===== src/rtl/armaria_pkg.sv =====
// Shared ARMAria definitions: fetch FSM encoding and core width / reset-vector defaults.
package armaria_pkg;

  localparam int unsigned DEFAULT_INSTRUCTION_WIDTH = 16;
  localparam int unsigned DEFAULT_ADDRESS_WIDTH     = 32;
  localparam logic [63:0] DEFAULT_RESET_VECTOR      = 64'd0;

  typedef enum logic {
    FETCH = 1'b0,
    FLUSH = 1'b1
  } fetch_state_e;

endpackage


===== src/rtl/prefetch_queue.sv =====
// Circular instruction queue holding each word together with its fetch address.
module prefetch_queue
  import armaria_pkg::*;
#(
  parameter int unsigned DATA_WIDTH = DEFAULT_INSTRUCTION_WIDTH,
  parameter int unsigned ADDR_WIDTH = DEFAULT_ADDRESS_WIDTH,
  parameter int unsigned DEPTH      = 4
) (
  input  logic                         clock,
  input  logic                         reset,
  input  logic                         push,
  input  logic [DATA_WIDTH-1:0]        push_data,
  input  logic [ADDR_WIDTH-1:0]        push_addr,
  input  logic                         pop,
  input  logic                         flush,
  output logic [DATA_WIDTH-1:0]        head_data,
  output logic [ADDR_WIDTH-1:0]        head_addr,
  output logic                         valid,
  output logic [$clog2(DEPTH+1)-1:0]   count
);

  localparam int unsigned PTR_W = $clog2(DEPTH);
  localparam int unsigned CNT_W = $clog2(DEPTH + 1);

  logic [PTR_W-1:0]      head_q, head_d, tail_q, tail_d;
  logic [CNT_W-1:0]      count_q, count_d;
  logic [DATA_WIDTH-1:0] data_mem [DEPTH];
  logic [ADDR_WIDTH-1:0] addr_mem [DEPTH];
  logic                  pop_ok;

  assign pop_ok = pop && (count_q != '0);

  always_comb begin
    head_d  = head_q;
    tail_d  = tail_q;
    count_d = count_q;
    if (flush) begin
      head_d  = '0;
      tail_d  = '0;
      count_d = '0;
    end else begin
      if (push)   tail_d = tail_q + PTR_W'(1);
      if (pop_ok) head_d = head_q + PTR_W'(1);
      count_d = count_q + CNT_W'(push) - CNT_W'(pop_ok);
    end
  end

  always_ff @(posedge clock or negedge reset) begin
    if (!reset) begin
      head_q  <= '0;
      tail_q  <= '0;
      count_q <= '0;
    end else begin
      head_q  <= head_d;
      tail_q  <= tail_d;
      count_q <= count_d;
    end
  end

  // Storage needs no reset: nothing is visible until count says so.
  always_ff @(posedge clock) begin
    if (push && !flush) begin
      data_mem[tail_q] <= push_data;
      addr_mem[tail_q] <= push_addr;
    end
  end

  assign valid     = (count_q != '0);
  assign count     = count_q;
  assign head_data = valid ? data_mem[head_q] : '0;
  assign head_addr = valid ? addr_mem[head_q] : '0;

endmodule


===== src/rtl/instruction_prefetcher.sv =====
// Sequential instruction prefetcher with branch redirect; stale in-flight responses are
// counted out and dropped while in FLUSH.
module instruction_prefetcher
  import armaria_pkg::*;
#(
  parameter int unsigned              INSTRUCTION_WIDTH = DEFAULT_INSTRUCTION_WIDTH,
  parameter int unsigned              ADDRESS_WIDTH     = DEFAULT_ADDRESS_WIDTH,
  parameter int unsigned              QUEUE_DEPTH       = 4,
  parameter logic [ADDRESS_WIDTH-1:0] RESET_VECTOR      = ADDRESS_WIDTH'(DEFAULT_RESET_VECTOR)
) (
  input  logic                         clock,
  input  logic                         reset,
  output logic                         mem_request,
  output logic [ADDRESS_WIDTH-1:0]     mem_address,
  input  logic                         mem_accept,
  input  logic                         mem_response_valid,
  input  logic [INSTRUCTION_WIDTH-1:0] mem_data,
  output logic [INSTRUCTION_WIDTH-1:0] Instruction,
  output logic [ADDRESS_WIDTH-1:0]     instruction_address,
  output logic                         instruction_valid,
  input  logic                         consume,
  input  logic                         should_take_branch,
  input  logic [ADDRESS_WIDTH-1:0]     branch_target
);

  localparam int unsigned CNT_W = $clog2(QUEUE_DEPTH + 1);
  localparam int unsigned OCC_W = CNT_W + 1;

  fetch_state_e           state_q, state_d;
  logic [ADDRESS_WIDTH-1:0] fetch_ptr_q, fetch_ptr_d;
  logic [CNT_W-1:0]       outstanding_q, outstanding_d;
  logic [CNT_W-1:0]       discard_q, discard_d;
  logic                   running_q, running_d;
  logic                   issue, response_live, push, pop;
  logic [CNT_W-1:0]       queue_count;
  logic [OCC_W-1:0]       occupancy;

  assign issue         = mem_request && mem_accept;
  assign response_live = mem_response_valid && (outstanding_q != '0);
  assign push          = response_live && (state_q == FETCH) && !should_take_branch;
  assign pop           = consume && instruction_valid && !should_take_branch;

  always_ff @(posedge clock or negedge reset) begin
    if (!reset) begin
      state_q       <= FETCH;
      fetch_ptr_q   <= RESET_VECTOR;
      outstanding_q <= '0;
      discard_q     <= '0;
      running_q     <= 1'b0;
    end else begin
      state_q       <= state_d;
      fetch_ptr_q   <= fetch_ptr_d;
      outstanding_q <= outstanding_d;
      discard_q     <= discard_d;
      running_q     <= running_d;
    end
  end

  always_comb begin
    state_d       = state_q;
    fetch_ptr_d   = fetch_ptr_q;
    discard_d     = discard_q;
    running_d     = 1'b1;
    outstanding_d = outstanding_q + CNT_W'(issue) - CNT_W'(response_live);
    if (issue) fetch_ptr_d = fetch_ptr_q + ADDRESS_WIDTH'(1);
    case (state_q)
      FETCH: begin
        // Anything still in flight after this edge (including a same-cycle issue) is stale.
        if (should_take_branch) begin
          fetch_ptr_d = branch_target;
          discard_d   = outstanding_d;
          state_d     = (outstanding_d != '0) ? FLUSH : FETCH;
        end
      end
      FLUSH: begin
        if (response_live) discard_d = discard_q - CNT_W'(1);
        if (should_take_branch) fetch_ptr_d = branch_target;
        if (discard_d == '0) state_d = FETCH;
      end
      default: state_d = FETCH;
    endcase
  end

  always_comb begin
    occupancy   = OCC_W'(queue_count) + OCC_W'(outstanding_q);
    mem_request = running_q && (state_q == FETCH) && (occupancy < OCC_W'(QUEUE_DEPTH));
  end

  assign mem_address = fetch_ptr_q;

  prefetch_queue #(
    .DATA_WIDTH (INSTRUCTION_WIDTH),
    .ADDR_WIDTH (ADDRESS_WIDTH),
    .DEPTH      (QUEUE_DEPTH)
  ) u_queue (
    .clock     (clock),
    .reset     (reset),
    .push      (push),
    .push_data (mem_data),
    .push_addr (fetch_ptr_q - ADDRESS_WIDTH'(outstanding_q)),
    .pop       (pop),
    .flush     (should_take_branch),
    .head_data (Instruction),
    .head_addr (instruction_address),
    .valid     (instruction_valid),
    .count     (queue_count)
  );

endmodule


===== config.mk =====
export PLATFORM = sky130hd
export DESIGN_NAME = instruction_prefetcher
export DESIGN_NICKNAME = d
export VERILOG_FILES = /design/src/rtl/armaria_pkg.sv /design/src/rtl/prefetch_queue.sv /design/src/rtl/instruction_prefetcher.sv
export SDC_FILE = /design/constraint.sdc
export NUM_CORES = 1
export LEC_CHECK = 0
export CAP_MARGIN = 15
export CELL_PAD_IN_SITES_DETAIL_PLACEMENT = 0
export CELL_PAD_IN_SITES_GLOBAL_PLACEMENT = 2
export CORE_MARGIN = 4
export CORE_UTILIZATION = 40
export DETAILED_ROUTE_END_ITERATION = 10
export GPL_TIMING_DRIVEN = 0
export PLACE_DENSITY_LB_ADDON = 0.1
export SKIP_CTS_REPAIR_TIMING = 1
export SYNTH_ARGS = -nofsm -noshare
export SYNTH_HDL_FRONTEND = slang
export SYNTH_SLANG_ARGS = --single-unit
export TNS_END_PERCENT = 30

===== constraint.sdc =====
create_clock -name clock -period 3.9 [get_ports clock]
set_input_delay 0.39 -clock clock [delete_from_list [all_inputs] [get_ports clock]]
set_output_delay 0.39 -clock clock [all_outputs]
set_load 0.05 [all_outputs]

Yosys cells after proc, flatten, opt, wreduce, memory -nomap -nowiden
Memories as Yosys holds them, arrays and structs flattened.
Index checks and enable logic that the tools add are counted.
Widths: inputs -> output; s select.

operators by class
  reductions and logical operators = 18
  magnitude comparators = 1
  bitwise logic cells = 1
  add/sub/neg operators = 10
  mux-type cells = 19
  equality and inequality tests = 1

operator list
  cell                   count
  $mux 32                3
  $add 32x1->32 const B  1
  $sub 32x3->32          1
  $mux 16                1
  $mux 3                 4
  $logic_and 1x1->1      10
  $reduce_bool 3->1      3
  $mux 2                 4
  $add 3x1->3            2
  $pmux 3 s2             1
  $reduce_bool 2->1      3
  $sub 3x1->3            2
  $mux 1                 5
  $add 2x1->2 const B    2
  $add 3x3->4            1
  $lt 4x3->1 const B     1
  $logic_not 3->1        1
  $sub 3x1->3 const B    1
  $ne 2x2->1 const B     1
  $pmux 1 s2             1
  $logic_not 1->1        1
  $not 1->1              1

word-level totals
  RAM bits = 192
  bits of input ports = 54
  bits in registers = 47
  memories = 2

memories
  memory            depth  bits a word  rd ports  clocked after Yosys merged registers in  wr ports  RTL line              source
  u_queue.addr_mem  4      32           1         0                                        1         prefetch_queue.sv:28  logic [ADDR_WIDTH-1:0] addr_mem [DEPTH];
  u_queue.data_mem  4      16           1         0                                        1         prefetch_queue.sv:27  logic [DATA_WIDTH-1:0] data_mem [DEPTH];

Depth between registers and ports, before layout
  word-level depth = 10
  gate-level depth with buffers = 14

Modules after synthesis
Synthesis repeated with hierarchy kept, for this count alone.

unflattened totals
  cell total of the unflattened synthesis = 725
  area, all modules = 10910.5 um^2

by module, submodules not included
  module                  instances  cells each  sequential area each (um^2)  area an instance (um^2)
  prefetch_queue          1          347         5940.7                       7758.7
  instruction_prefetcher  1          378         1001.0                       3151.8

Worst setup path before layout
OpenSTA, ideal clock, no wires.

  path type = register to register
  start point = register outstanding_q[1]
  end point = register state_q
  setup slack = 431 ps
  arrival = 3326 ps
  cell stages (with the launch flop) = 15
  period minus slack after synthesis = 3469 ps
  path buffers = 1
  required time = 3757 ps
  cell sequence = dfrtp_1 ha_1 or4b_1 buf_2 nor4b_2 inv_1 ha_1 inv_1 ha_1 inv_1 fa_1 xnor2_1 xnor2_1 a22oi_1 o2111ai_1

on the way
  cells in the longest elaborated chain, start to end = 10

ends and longest elaborated chain
  element                     RTL line                      source
  start: declaration          instruction_prefetcher.sv:31  logic [CNT_W-1:0] outstanding_q, outstanding_d;
  start signal: assignment    instruction_prefetcher.sv:53  outstanding_q <= outstanding_d;
  $add 3x3->4                 instruction_prefetcher.sv:85  occupancy = OCC_W'(queue_count) + OCC_W'(outstanding_q);
  $lt 4x3->1                  instruction_prefetcher.sv:86  mem_request = running_q && (state_q == FETCH) && (occupancy < OCC_W'(QUEUE_DEPTH));
  $logic_and 1x1->1           instruction_prefetcher.sv:86
  $logic_and 1x1->1           instruction_prefetcher.sv:38  assign issue = mem_request && mem_accept;
  $add 3x1->3                 instruction_prefetcher.sv:64  outstanding_d = outstanding_q + CNT_W'(issue) - CNT_W'(response_live);
  $sub 3x1->3 (*)             instruction_prefetcher.sv:64
  named net outstanding_d[2]  instruction_prefetcher.sv:31
  $reduce_bool 3->1 (*)       instruction_prefetcher.sv:72  state_d = (outstanding_d != '0) ? FLUSH : FETCH;
  $mux 1 (*)                  instruction_prefetcher.sv:72
  $mux 1 (*)                  instruction_prefetcher.sv:69  if (should_take_branch) begin
  $pmux 1 s2 (*)              instruction_prefetcher.sv:66  case (state_q)
  named net state_d           instruction_prefetcher.sv:29  fetch_state_e state_q, state_d;
  end signal: assignment      instruction_prefetcher.sv:51  state_q <= state_d;
  end: declaration            instruction_prefetcher.sv:29

Mark *: on every way through the listed nets, which the timed path passes. The rest lies on a longest branch. The select of a mux whose other input is x is not followed.
A chain may end at the register's enable or synchronous reset.

Worst setup path in the final report
  start point = register u_queue.head_q[0]
  end point = output port instruction_address[31]

on the way
  cells in the longest elaborated chain, start to end = 2

ends and longest elaborated chain
  element                   RTL line                      source
  start: declaration        prefetch_queue.sv:25          logic [PTR_W-1:0] head_q, head_d, tail_q, tail_d;
  start signal: assignment  prefetch_queue.sv:50          head_q <= '0;
  start signal: assignment  prefetch_queue.sv:54          head_q <= head_d;
  $mem_v2 4x32              -
  $mux 32                   prefetch_queue.sv:71          assign head_addr = valid ? addr_mem[head_q] : '0;
  end: declaration          instruction_prefetcher.sv:19  output logic [ADDRESS_WIDTH-1:0] instruction_address,

Every way passes these cells.

==> flow_summary.toml <==
[clocking]
root_buffer = "clkbuf_16"
h-tree-depth = 1
cts_tree = "yes"
clk_pin_slew_ns = 0.06
cts_buffers = 26
clockBufferDepth = 3
insertion_delay_ns = 0.52
numClockSinks = 239

[yosys]
ys_async_sr_fraction = 0.1967
ys_seq_area_frac = 0.6490
syn_inst = 720
synth_cell_types = 50
ys_top_cells_by_area = "edfxtp_1 (54%), dfrtp_1 (11%), mux4_2 (10%), and2_1 (2.9%), xor2_1 (2.6%)"
synth-edff-count = 192
yosys.area.top_type = "edfxtp_1"
yosys_most_used_dff = "edfxtp_1"
synth_seq_cells = 239
netlist_area_um2 = 10700
synth_nets = 792
netlist.area_leader.share = 0.5391
yosysWarnings = 0
syn_area_per_cell_um2 = 14.85

[final_layout]
fin_cells = 1240
syn_to_final_growth_pct = 25.48
design_area_um2 = 13420
drive_above_1_share = 0.1162
nNetsFinal = 957
fin_util = 0.5121

[sta]
finalHoldViolations = 0
fin_ws_ns = 0.2886
finalSetupViolCount = 0
drv_slew = 0
worst_pin_slew_ns = 0.8705
fmax_mhz = 276.9
rsz0062_at_grt = "yes"
setup_tns_ns = 0
layout_min_cycle_time_ns = 3.611
holdWs_ns = 0.3703
period_share = 0.9260
slew_headroom = 0.4147
skew_ns = 0.01517

[placed_design]
dp_cells = 1190
placed_cell_area_um2 = 12490
hpwl_um = 17490
place_congestion = 0.8339
place_ws_ns = -0.04712
io_buffer_count = 134

[setup_path]
start_kind = "flop"
slowest_stage = "clkdlybuf4s50_1"
path_max_fanout = 10
cp_common_cell = "clkbuf_1"
worstSetupEndpointType = "output pin"
critPathMaxStageDelay_ns = 0.72
crit_type = "reg -> out"
path_cells = "clkbuf_1 > clkbuf_1 > mux4_2 > and2_1 > clkdlybuf4s50_1"
worst-endpoint-required_ns = 3.51
crit_arrival_ns = 3.22

[flow_run]
cap_viol_max_count = 0

[power_and_ir_drop]
peakVddDrop_uv = 359.6
power_leakage_nw = 4.537
power_mw = 9.299
p_per_area_nw_per_um2 = 692.9

[global_route]
grt_usage = 0.1760
grt_max_degree = 49
grt_pass1_wl_um = 40100
grt_pass1_vias = 7008
grt_antenna_before_repair = 0
grt-ovfl-total = 0

[detailed_routing]
routed_wl_um = 25470
first_pass_iters = 4
vias = 6422
ant_nets = 0
drt_iter0_drc = 352
drc = 0
wl_per_cell_um = 20.54
via_per_inst = 5.179

[worst_hold_path]
hold_path.class = "in -> async"

[floorplan]
core_area_um2 = 26210
die_h_um = 171.5
ios = 136
die_w_um = 171.5
fp-row-count = 59
initial_core_util = 0.4081
dieArea_um2 = 29420

[status]
status = "finished clean"
[layer usage]
layer	vias to the layer above	GRT usage	wire length, um
li1	3020	-	-
met1	3236	0.2444	11670
met2	137	0.2963	12400
met3	29	0.02620	1012
met4	0	0.03996	386
met5	-	0	0
[sequential cells by signal (all words and copies together), names as in the netlist]
name	count
discard_q	3
mem_address	32
outstanding_q	3
running_q	1
state_q	1
u_queue.addr_mem	128
u_queue.count	3
u_queue.data_mem	64
u_queue.head_q	2
u_queue.tail_q	2
[worst max-delay path: cells and delay by family, from the launching register on]
family,cells,cell delay [ns]
flops,1,0.32
simple gates,1,0.18
buf+inv,3,1.61
mux,1,0.60
[cell families after synthesis]
family,synth area share
AOI/OAI and AO/OA,0.03088
xor gates and xnor gates,0.04913
adders and majority gates,0.02316
DFF,0.6490
buffers and inverters,0.02691
and+or+nand+nor,0.1185
muxes,0.1020
other,0.0003506
[path summary, 6_finish.rpt]
| path | startpoint | endpoint | slack, ns | cells after the start |
|---|---|---|---|---|
| worst max register to register | outstanding_q[1] | state_q | 0.42 | 14 |
| min in group clock | branch_target[18] | mem_address[18] | 0.44 | 3 |
| worst max-delay path | u_queue.head_q[0] | instruction_address[31] | 0.29 | 5 |
| worst min-delay path | reset | mem_address[25] | 0.37 | 2 |
| max in group asynchronous | reset | mem_address[8] | 2.95 | 3 |
| worst min register to register | discard_q[2] | discard_q[2] | 0.51 | 2 |
[layout by cell type (no fill, tap or decap), drive strengths merged, types with 2 or more instances in the layout]
cell type      instances
buf                    7
mux4                  48
and2                  49
clkdlybuf4s50        133
clkinvlp               3
nor4                  11
xor2                  32
clkbuf                78
nand2                 50
inv                   22
dfrtp                 47
or3                    2
a22oi                  3
bufinv                 5
nor3                  15
nor2b                  5
or4                   10
o21ai                 32
and3                   7
a21oi                  6
clkinv                 7
nand3                 16
edfxtp               192
o31ai                  2
a221o                  5
and4                   2
nor3b                  2
fa                     3
ha                    15
a311oi                 2
nand4                 13
nand2b                 6
nor2                  31
nor4b                  3
xnor2                 28
[Yosys cell counts, types with 3 or more instances]
| cell type | n |
|---|---|
| nand2b_1 | 6 |
| nor2b_1 | 5 |
| inv_1 | 22 |
| a21oi_1 | 6 |
| dfrtp_1 | 47 |
| and2_1 | 49 |
| a22oi_1 | 3 |
| fa_1 | 3 |
| mux4_2 | 48 |
| xnor2_1 | 28 |
| a221o_1 | 5 |
| or4_1 | 9 |
| clkbuf_1 | 46 |
| nor3_1 | 14 |
| nand4_1 | 13 |
| nor2_1 | 30 |
| nand3_1 | 16 |
| and3_1 | 7 |
| xor2_1 | 32 |
| nor4_1 | 9 |
| o21ai_0 | 31 |
| nand2_1 | 50 |
| edfxtp_1 | 192 |
| ha_1 | 15 |
[where the power goes]
group | switching [mW] | internal, mW | total (mW)
sequential | 0.126 | 3.00 | 3.13
combinational | 2.30 | 1.32 | 3.62
clock | 0.958 | 1.59 | 2.55
total | 3.39 | 5.91 | 9.30
[area by class of cell]
class                           count  area [um2]
Clock buffer                       32       694.4
Clock inverter                     15       205.2
Timing Repair Buffer              137        1374
Antenna cell                        1       2.502
Buffer                             50       206.4
Tap cell                          335       419.2
Inverter                           22       82.58
Sequential cell                   239        6942
Fill cell                        2182       12790
Multi-Input combinational cell    409        3495
No activity file was read; power rests on OpenSTA's default activity.
